==> src/rtl/pll_lock_supervisor.sv <==
// PLL lock supervisor: pulses PLL reset, waits for a stable lock, then releases core reset.
// Define PLL_SUPERVISOR_AUTORETRY_EN to re-pulse the PLL on lock timeout (up to MAX_RETRY times).
module pll_lock_supervisor #(
  parameter int RST_CYCLES   = 16,
  parameter int LOCK_TIMEOUT = 100000,
  parameter int HOLD_CYCLES  = 64,
  parameter int MAX_RETRY    = 7
) (
  input  logic       i_clk,
  input  logic       i_rst_n,
  input  logic       i_locked,
  output logic       o_pll_rst,
  output logic       o_rst_core,
  output logic       o_lock_fail,
  output logic [3:0] o_retry_cnt
);

  localparam int MAX_A   = (RST_CYCLES > LOCK_TIMEOUT) ? RST_CYCLES : LOCK_TIMEOUT;
  localparam int MAX_CNT = (MAX_A > HOLD_CYCLES) ? MAX_A : HOLD_CYCLES;
  localparam int CW      = $clog2(MAX_CNT) + 1;

  localparam logic [CW-1:0] RST_LAST  = CW'(RST_CYCLES - 1);
  localparam logic [CW-1:0] TMO_LAST  = CW'(LOCK_TIMEOUT - 1);
  localparam logic [CW-1:0] HOLD_LAST = CW'(HOLD_CYCLES - 1);

`ifdef PLL_SUPERVISOR_AUTORETRY_EN
  localparam bit AUTORETRY = 1'b1;
`else
  localparam bit AUTORETRY = 1'b0;
`endif
  localparam logic [3:0] RETRY_LIMIT = 4'(MAX_RETRY);

  typedef enum logic [2:0] {
    S_RESET_PLL = 3'd0,
    S_WAIT_LOCK = 3'd1,
    S_STABLE    = 3'd2,
    S_RUN       = 3'd3,
    S_FAIL      = 3'd4
  } state_t;

  state_t        state;
  logic [CW-1:0] cnt;
  logic          locked_m, locked_s;
  logic          retry_ok;
  logic [3:0]    retry_inc;

  // Two-flop synchroniser; nothing downstream looks at i_locked directly.
  always_ff @(posedge i_clk or negedge i_rst_n) begin
    if (!i_rst_n) begin
      locked_m <= 1'b0;
      locked_s <= 1'b0;
    end else begin
      locked_m <= i_locked;
      locked_s <= locked_m;
    end
  end

  // Retry decision uses the count before this timeout is added.
  assign retry_ok  = AUTORETRY && (o_retry_cnt < RETRY_LIMIT);
  assign retry_inc = (o_retry_cnt == 4'hF) ? 4'hF : o_retry_cnt + 4'd1;

  always_ff @(posedge i_clk or negedge i_rst_n) begin
    if (!i_rst_n) begin
      state       <= S_RESET_PLL;
      cnt         <= '0;
      o_pll_rst   <= 1'b1;
      o_rst_core  <= 1'b1;
      o_lock_fail <= 1'b0;
      o_retry_cnt <= 4'd0;
    end else begin
      case (state)
        S_RESET_PLL: begin
          if (cnt == RST_LAST) begin
            state     <= S_WAIT_LOCK;
            cnt       <= '0;
            o_pll_rst <= 1'b0;
          end else begin
            cnt <= cnt + 1'b1;
          end
        end

        S_WAIT_LOCK: begin
          if (locked_s) begin
            // Lock beats a coincident timeout.
            state <= S_STABLE;
            cnt   <= '0;
          end else if (cnt == TMO_LAST) begin
            cnt         <= '0;
            o_retry_cnt <= retry_inc;
            o_pll_rst   <= 1'b1;
            if (retry_ok) begin
              state <= S_RESET_PLL;
            end else begin
              state       <= S_FAIL;
              o_lock_fail <= 1'b1;
            end
          end else begin
            cnt <= cnt + 1'b1;
          end
        end

        S_STABLE: begin
          if (!locked_s) begin
            state <= S_WAIT_LOCK;
            cnt   <= '0;
          end else if (cnt == HOLD_LAST) begin
            state       <= S_RUN;
            cnt         <= '0;
            o_rst_core  <= 1'b0;
            o_retry_cnt <= 4'd0;
          end else begin
            cnt <= cnt + 1'b1;
          end
        end

        S_RUN: begin
          if (!locked_s) begin
            state      <= S_RESET_PLL;
            cnt        <= '0;
            o_pll_rst  <= 1'b1;
            o_rst_core <= 1'b1;
          end
        end

        S_FAIL: begin
          o_pll_rst   <= 1'b1;
          o_rst_core  <= 1'b1;
          o_lock_fail <= 1'b1;
        end

        default: begin
          state      <= S_RESET_PLL;
          cnt        <= '0;
          o_pll_rst  <= 1'b1;
          o_rst_core <= 1'b1;
        end
      endcase
    end
  end

  a_fail_outputs: assert property (@(posedge i_clk) disable iff (!i_rst_n)
    o_lock_fail |-> (o_pll_rst && o_rst_core));
  a_run_core: assert property (@(posedge i_clk) disable iff (!i_rst_n)
    (state == S_RUN) |-> !o_rst_core);

endmodule

==> config.mk <==
export PLATFORM = sky130hd
export DESIGN_NAME = pll_lock_supervisor
export DESIGN_NICKNAME = d
export VERILOG_FILES = /design/src/rtl/pll_lock_supervisor.sv
export SDC_FILE = /design/constraint.sdc
export NUM_CORES = 1
export LEC_CHECK = 0
export CORE_MARGIN = 1.5
export CORE_UTILIZATION = 62
export CTS_BUF_LIST = sky130_fd_sc_hd__clkbuf_16
export CTS_CLUSTER_SIZE = 25
export DETAILED_ROUTE_END_ITERATION = 7
export PLACE_DENSITY = 0.8
export SKIP_LAST_GASP = 1
export SLEW_MARGIN = 20
export SYNTH_ARGS = -nofsm -noshare
export SYNTH_HDL_FRONTEND = slang
export SYNTH_SLANG_ARGS = --single-unit
==> constraint.sdc <==
create_clock -name i_clk -period 3.32 [get_ports i_clk]
set_input_delay 0.664 -clock i_clk [delete_from_list [all_inputs] [get_ports i_clk]]
set_output_delay 0.664 -clock i_clk [all_outputs]
set_load 0.02 [all_outputs]
; ---- After elaboration in Yosys (flattened, before gate mapping)
; Index checks and enable logic that the tools add are counted.
[classes]
eq_ne = 16
n_reduce_logical = 10
add_sub_neg = 2
mux = 29
bitwise = 3
[ops]
columns = op, n
row1 = 2-to-1 mux 18 bit, 6
row2 = case mux 18 bit (5 select lines), 1
row3 = 2-to-1 mux 4 bit, 5
row4 = adder 18 x 1 -> 18 bit (second input constant), 1
row5 = == test 18 x 17 -> 1 bit (second input constant), 1
row6 = == test 18 x 4 -> 1 bit (second input constant), 1
row7 = == test 18 x 6 -> 1 bit (second input constant), 1
row8 = 2-to-1 mux 3 bit, 6
row9 = case mux 3 bit (5 select lines), 1
row10 = AND reduction 5 bit, 3
row11 = != test 2 bit (second input constant), 6
row12 = case mux 4 bit (2 select lines), 1
row13 = == test 3 x 2 -> 1 bit (second input constant), 2
row14 = 2-to-1 mux 1 bit, 6
row15 = != test 3 bit (second input constant), 2
row16 = adder 4 x 1 -> 4 bit (second input constant), 1
row17 = == test 4 bit (second input constant), 1
row18 = case mux 1 bit (4 select lines), 1
row19 = AND reduction 4 bit, 1
row20 = nonzero test 2 bit, 2
row21 = == test 3 x 1 -> 1 bit (second input constant), 1
row22 = == test 3 bit (second input constant), 1
row23 = logical NOT 3 bit, 1
row24 = NOT 1 bit, 3
row25 = other kinds (5), 5
[totals]
register_bits = 30
output_inout_bits = 7
input_bits = 3

; ---- Logic depth before layout (Yosys ltp)
; Gate-level depths: netlist of run 1.
[depth]
ltp_word = 5
ltp_mapped = 8

; ---- Least setup slack after synthesis of run 1
; No wires, ideal clock.
[synth_timing]
path_kind = register to register
start = reg cnt[0]
end = reg cnt[0]
path_buffers = 2
stages_incl_launch_ff = 9
required_ps = 3195
setup_time_ps = 125
t_arrival_ps = 2027
synth_period_minus_slack_ps = 2151
setup_slack_ps = 1169
cell_sequence = dfrtp_1 ha_1 nand3_1 or2_0 buf_2 o21ba_2 or3_1 buf_2 mux2_2
[synth_between]
elab_chain_cells = 4
[synth_rtl]
columns = element, line_no
row1 = start: declaration, 42  ; logic [CW-1:0] cnt;
row2 = start signal: assignment, 78  ; cnt <= cnt + 1'b1;
row3 = start signal: assignment, 98  ; cnt <= cnt + 1'b1;
row4 = start signal: assignment, 112  ; cnt <= cnt + 1'b1;
row5 = "adder 18 x 1 -> 18 bit, or another cell as far along", "78, 98, 112"
row6 = 2-to-1 mux 18 bit (on tied branches), "106, 87"
row7 = 2-to-1 mux 18 bit (on tied branches), "103, 83"
row8 = case mux 18 bit (5 select lines) *, 71  ; case (state)
; Every way passes the cells marked *; elsewhere a longest branch is shown, timed or not.
; A chain may end at the register's enable or synchronous reset.

; ---- Final worst setup path of run 1
[layout_timing]
start = reg cnt[1]
end = reg cnt[0]
[layout_between]
elab_chain_cells = 4
[layout_rtl]
columns = element, line_no
row1 = == test 18 x 6 -> 1 bit / == test 18 x 17 -> 1 bit (equally long branches), "106, 87"
row2 = 2-to-1 mux 18 bit (on tied branches), "106, 87"
row3 = 2-to-1 mux 18 bit (on tied branches), "103, 83"
row4 = case mux 18 bit (5 select lines) *, 71
; Marked as above.

==> results of run 1 <==
[area by class of cell]
type / count / share of cell area
clock buffers: 5 / 0.0671
multi-input cells: 126 / 0.438
clock inverters: 3 / 0.00604
well taps: 30 / 0.0201
repair buffers: 11 / 0.0564
inverters: 4 / 0.00805
flip-flops and latches: 30 / 0.404
[registers in the layout, summed over array words and instances (netlist names)]
| signal | cells |
|---|---|
| locked_m | 1 |
| cnt | 18 |
| state | 3 |
| o_rst_core | 1 |
| o_pll_rst | 1 |
| locked_s | 1 |
| o_lock_fail | 1 |
| o_retry_cnt | 4 |
[stage by stage]
| stage | total power (W) | area (um^2) | instances |
|---|---|---|---|
| final | 0.00115 | 1860 | 209 |
| after global routing | 0.00122 | 1860 | 209 |
| after CTS | 0.00116 | 1860 | 209 |
| after detailed placement | 0.000749 | 1730 | 201 |
| after global placement | 0.000734 | 1730 | 201 |
| after floorplan | 0.000664 | 1620 | 168 |
[routing by layer]
metal  vias up  routed length (um)
li1        626                   -
met1       632                1460
met2        34                1540
met3         7                 133
met4         0                  69
met5         -                   0
[kinds of logic (layout without fill, tap and decap cells)]
family	count (synthesis)	in the layout	synth area share
xor gates and xnor gates	11	11	0.0595
muxes	2	2	0.0139
AOI/OAI and AO/OA	31	31	0.133
and+or+nand+nor	80	80	0.283
adders and majority gates	2	2	0.0155
DFF	30	30	0.465
buffers and inverters	12	23	0.0301
[report_power, final]
part / internal (W) / leakage [nW] / switching (W) / total (W)
combinational: 0.000120 / 0.283 / 0.000152 / 0.000273
sequential: 0.000415 / 0.401 / 0.0000583 / 0.000473
clock: 0.000268 / 0.0776 / 0.000141 / 0.000409
[final timing paths]
kind	from	endpoint	slack, ns	cells after the start
max	cnt[1]	cnt[0]	0.94	6
min	locked_m	locked_s	0.35	0
max reg2reg	cnt[1]	cnt[0]	0.94	6
min reg2reg	locked_m	locked_s	0.35	0
max in group asynchronous	i_rst_n	o_rst_core	2.24	2
min in group asynchronous	i_rst_n	cnt[5]	0.78	2
[cell usage after synthesis, types with 2 or more instances]
library cell / count
nor3_1: 11
or2_2: 4
nand3_1: 7
nor4_4: 2
o21ai_0: 8
o2bb2ai_1: 4
o31ai_1: 2
nor4_1: 4
buf_2: 3
dfrtp_1: 28
nor2_1: 19
o21ba_2: 3
inv_1: 4
dfstp_2: 2
nor3b_1: 3
nand4b_1: 2
or3_1: 4
a22o_1: 2
nand4_1: 4
nand2_1: 8
o22ai_1: 2
a21oi_1: 5
clkbuf_1: 5
nand2b_1: 4
xnor2_1: 11
ha_1: 2
==> flow_summary.yaml, run 1 <==
run_status:
  status: "complete, no violations"
detailed_routing:
  initialDrtViolationCount: 39
  drcViolationCount: 0
  via_per_inst: 6.22
  drtAntennaViolNets: 0
  wire_per_inst_um: 15.4
  via_count: 1299
  drt-total-wl_mm: 3.21
  drtPass1Iterations: 4
critical_path:
  end_kind: "flip-flop"
  critPathTopFamily: "simple AND/OR/NAND/NOR gates"
  cp.buffers_inverters: 0
  critPathArrivalTime_ns: 2.54
  criticalPathCategory: "flip-flop to flip-flop"
  worstPathRequired_ns: 3.47
  cp_max_fo: 10
  start_kind: "flip-flop"
  crit_slowest_cell: "or3_1"
  crit_chain: "ha_1, nand3_1, or2_0, o21ba_2, or3_1, mux2_2"
  slowest_delay_ns: 0.47
finish:
  fillers: 169
  drive_gt1_frac: 0.112
  final_cell_mix: "dfrtp_1 (28), nor2_1 (19), nor3_1 (11), xnor2_1 (11), clkdlybuf4s50_1 (9)"
  syn_to_final_growth_pct: 15.1
  antenna_cells: 0
  fin_util: 0.753
  register_area_um2: 753
  final_nets: 183
  final_common_cell: "dfrtp_1"
  multiInputGateArea_um2: 817
synth:
  synth.avg_cell_area_um2: 9.64
  ys_seq_elements: 30
  synth-async-reset-ratio: 1.00
  synthesis.area_mm2: 0.00162
  synthesis.nets: 173
  syn-instance-count: 168
  synth_top_area_frac: 0.433
  ys_types: 41
  synth_area_leader_cell: "dfrtp_1"
  synth_warnings: 0
  yosysSeqAreaShare: 0.465
  synth_edf_count: 0
  ys.flop_type: "dfrtp_1"
  yosys-top-cells-area: "dfrtp_1 (43%), xnor2_1 (6.0%), nor2_1 (4.4%)"
placed_design:
  dp.final_hpwl_mm: 2.21
  place_ws_ns: 0.954
  port_buffers: 9
  place_congestion: 0.837
cts:
  clock_sinks: 30
  htreeDepth: 2
  cts_buffer_depth: 2
  cts_setup_buffers: 0
  cts_resized: 0
  cts_root_buffer: "clkbuf_16"
  tritoncts: "built"
  clk_latency_ns: 0.27
  cts_buffers: 5
  postCtsHoldBufs: 0
  clk_pin_slew_ns: 0.05
global_route:
  grt_max_degree: 31
  globalRouteTotalUtil: 0.266
  top_usage_layer: "met2"
  met2_usage: 0.419
  grtUsageMet1: 0.332
  antenna_found_initial: 0
  grt_pass1_wl_mm: 5.35
  use_met3: 0.0667
  grt_pass1_vias: 1208
  gr-total-overflow: 0
timing:
  max_freq_ghz: 0.419
  setup_viol: 0
  timing.slew.headroom: 0.520
  hold_viol: 0
  final_max_slew_viol_count: 0
  fin_crit_ns: 2.38
  setup_slack_ns: 0.935
  setup_tns_ns: 0
  whs_ns: 0.348
  post-route-period-util: 0.718
  worst_clock_skew_ns: 0.00406
  worstMarginPinSlew_ns: 0.715
  rsz0062_at_grt: "no"
die:
  die_w_um: 54.1
  coreArea_mm2: 0.00248
  fp-row-count: 18
  io_pins: 10
  start_util: 0.654
  fp.dieH_um: 54.1
  dieArea_mm2: 0.00293
hold_path:
  min_path_type: "flip-flop to flip-flop"
power_and_ir_drop:
  powerDensity_mw_per_mm2: 619
  p_leak_nw: 0.761
  peakVddDrop_uv: 500
job:
  cap_violations: 0
Note: power is estimated with default switching activity, not from simulation.
==> run 2, diff against run 1 <==
--- a/config.mk
+++ b/config.mk
@@ -6,11 +6,11 @@
 export NUM_CORES = 1
 export LEC_CHECK = 0
 export CORE_MARGIN = 1.5
-export CORE_UTILIZATION = 62
+export CORE_UTILIZATION = 52
 export CTS_BUF_LIST = sky130_fd_sc_hd__clkbuf_16
 export CTS_CLUSTER_SIZE = 25
 export DETAILED_ROUTE_END_ITERATION = 7
-export PLACE_DENSITY = 0.8
+export PLACE_DENSITY = 0.71
 export SKIP_LAST_GASP = 1
 export SLEW_MARGIN = 20
 export SYNTH_ARGS = -nofsm -noshare
==> constraint.sdc (replaced) <==
create_clock -name i_clk -period 1.9 [get_ports i_clk]
set_input_delay 0.38 -clock i_clk [delete_from_list [all_inputs] [get_ports i_clk]]
set_output_delay 0.38 -clock i_clk [all_outputs]
set_load 0.02 [all_outputs]
==> run 2 against run 1 <==
The flow now finishes with violations (negative setup slack). Non-clock buffer count is 48 higher. Register-to-register slack got worse by 1.2 ns. Utilization rose by 3.5 points. Sequential power is 70% higher. Die area is 18% higher. Hold slack gained 0.0012 ns. Worst setup slack worse by 1.2 ns. Combinational power rose to 3.1 times the previous value. Final cell count is 24% higher. Critical path depth grew 2. Final area grew 27%. Count of clock-buffer cells in the layout unchanged. Critical path type unchanged.
==> flow_summary.yaml, run 2 (same netlist as run 1, synthesis figures left out) <==
cts:
  clk_pin_slew_ns: 0.05
  cts_root_buffer: "clkbuf_16"
  cts_buffers: 5
  tritoncts: "built"
  clock_sinks: 30
  htreeDepth: 2
  cts_buffer_depth: 2
  clk_latency_ns: 0.28
finish:
  fillers: 180
  largest_register_ffs: 18
  finalInstanceArea_mm2: 0.00236
  syn_to_final_growth_pct: 46.0
  final_nets: 231
  top_regs: "cnt x18, o_retry_cnt x4, state x3"
  top_register: "cnt"
  final_cell_mix: "buf_4 (43), dfrtp_1 (28), nor2_1 (18)"
  stdcell_count: 260
  final_common_cell: "buf_4"
  drive_gt1_frac: 0.374
  antenna_cells: 0
global_route:
  grtUsageMet1: 0.349
  met2_usage: 0.448
  use_met3: 0.0747
  antenna_found_initial: 0
  grt_max_degree: 31
  grt_pass1_wl_mm: 7.17
  grt_pass1_vias: 1568
  gr-total-overflow: 0
  globalRouteTotalUtil: 0.279
  top_usage_layer: "met2"
timing:
  worstMarginPinSlew_ns: 0.387
  hold_viol: 0
  post-route-period-util: 1.15
  final_max_slew_viol_count: 0
  setup_slack_ns: -0.276
  max_freq_ghz: 0.460
  fin_crit_ns: 2.18
  worst_clock_skew_ns: 0.00506
  setup_viol: 20
  rsz0062_at_grt: "yes"
  setup_tns_ns: -4.68
  timing.slew.headroom: 0.742
power_and_ir_drop:
  swShare: 0.318
  peakVddDrop_uv: 715
  switching_power_w: 0.000758
  seqPwrFrac: 0.337
  pwr-share-comb: 0.353
  pwr-share-clk: 0.310
  p_int_w: 0.00163
  powerDensity_mw_per_mm2: 1010
  p_leak_nw: 1.03
  finalPower_w: 0.00238
placed_design:
  place_congestion: 0.784
  dp.final_hpwl_mm: 2.72
  port_buffers: 9
  place_area_mm2: 0.00204
  dp.cells: 242
detailed_routing:
  drcViolationCount: 0
  drtAntennaViolNets: 0
  initialDrtViolationCount: 105
  drtPass1Iterations: 4
  wire_per_inst_um: 17.4
  via_count: 1539
  via_per_inst: 5.92
  drt-total-wl_mm: 4.51
die:
  io_pins: 10
  coreArea_mm2: 0.00300
  fp-row-count: 20
  dieArea_mm2: 0.00346
  die_w_um: 58.8
  start_util: 0.539
  fp.dieH_um: 58.8
job:
  cap_violations: 0
critical_path:
  start_kind: "flip-flop"
  critPathArrivalTime_ns: 2.32
  end_kind: "flip-flop"
  crit_chain: "ha_2, nand4b_1, or3_4, o21ba_4, buf_4, nor4_4, buf_6, o22ai_1"
  criticalPathCategory: "flip-flop to flip-flop"
  crit_slowest_cell: "or3_4"
  worstPathRequired_ns: 2.05
  cp_max_fo: 16
  slowest_delay_ns: 0.38
  reg2reg_slack_ns: -0.28
run_status:
  status: "complete, but fails checks"
  violations: "negative setup slack"
hold_path:
  min_path_type: "flip-flop to flip-flop"
## run 2: cell count changes in the layout (fill, tap and decap cells not counted), sizes merged
cell	change
buf	+48
clkinv	+3
inv	-3
## run 2: final timing paths
kind / start / endpoint / cells after the start
worst min-delay path: locked_m / locked_s / 0
worst max-delay path: cnt[1] / cnt[2] / 8
max in group asynchronous: i_rst_n / o_rst_core / 2
worst min register to register: locked_m / locked_s / 0
min in group asynchronous: i_rst_n / cnt[1] / 2
worst max register to register: cnt[1] / cnt[2] / 8
## run 2: area by class of cell
type                    instances  area, um^2  share of cell area
well taps                      33        41.3              0.0175
inverters                       4        15.0             0.00635
clock inverters                 3        11.3             0.00476
clock buffers                   5         125              0.0529
repair buffers                 59         492               0.208
multi-input cells             126         926               0.392
flip-flops and latches         30         753               0.319
## run 2: metal layers
| metal | part of all wire | vias up | routed length [um] |
|---|---|---|---|
| met3 | 0.039 | 15 | 178 |
| met4 | 0.031 | 0 | 142 |
| met1 | 0.42 | 759 | 1910 |
| met2 | 0.51 | 44 | 2280 |
| li1 | - | 721 | - |
| met5 | 0 | - | 0 |
## run 2: critical path, delay by kind of cell (launching register included)
kind                       cells  cell delay (ns)
buffers and inverters          2             0.38
AOI/OAI and AO/OA              2             0.31
DFF                            1             0.37
and+or+nand+nor                3             0.78
adders and majority gates      1             0.21
## run 2: power by group through the flow
stage                     logic (W)  clock network, W  registers, W
final                      0.000842          0.000739      0.000802
after detailed placement   0.000654                 0      0.000802
after global routing       0.000898          0.000769      0.000809
after global placement     0.000641                 0      0.000794
after CTS                  0.000754          0.000740      0.000793
after floorplan            0.000362                 0      0.000813
## run 2: timing repair
item / 4_1_cts / 5_1_grt
setup buffers: 8 / 4
setup endpoints to repair: 20 / 25
gates resized for setup: 11 / 15
pin swaps: 5 / 5
hold buffers: 0 / 0
## run 2: through the flow
| stage | utilization | hold slack, ns | worst slack (ns) |
|---|---|---|---|
| floorplan | - | 0.0844 | -0.181 |
| global placement | 0.680 | 0.332 | -0.119 |
| detailed placement | 0.680 | 0.339 | -0.173 |
| CTS | 0.764 | 0.350 | -0.147 |
| global route | 0.787 | 0.354 | -0.370 |
| finish | 0.787 | 0.349 | -0.276 |
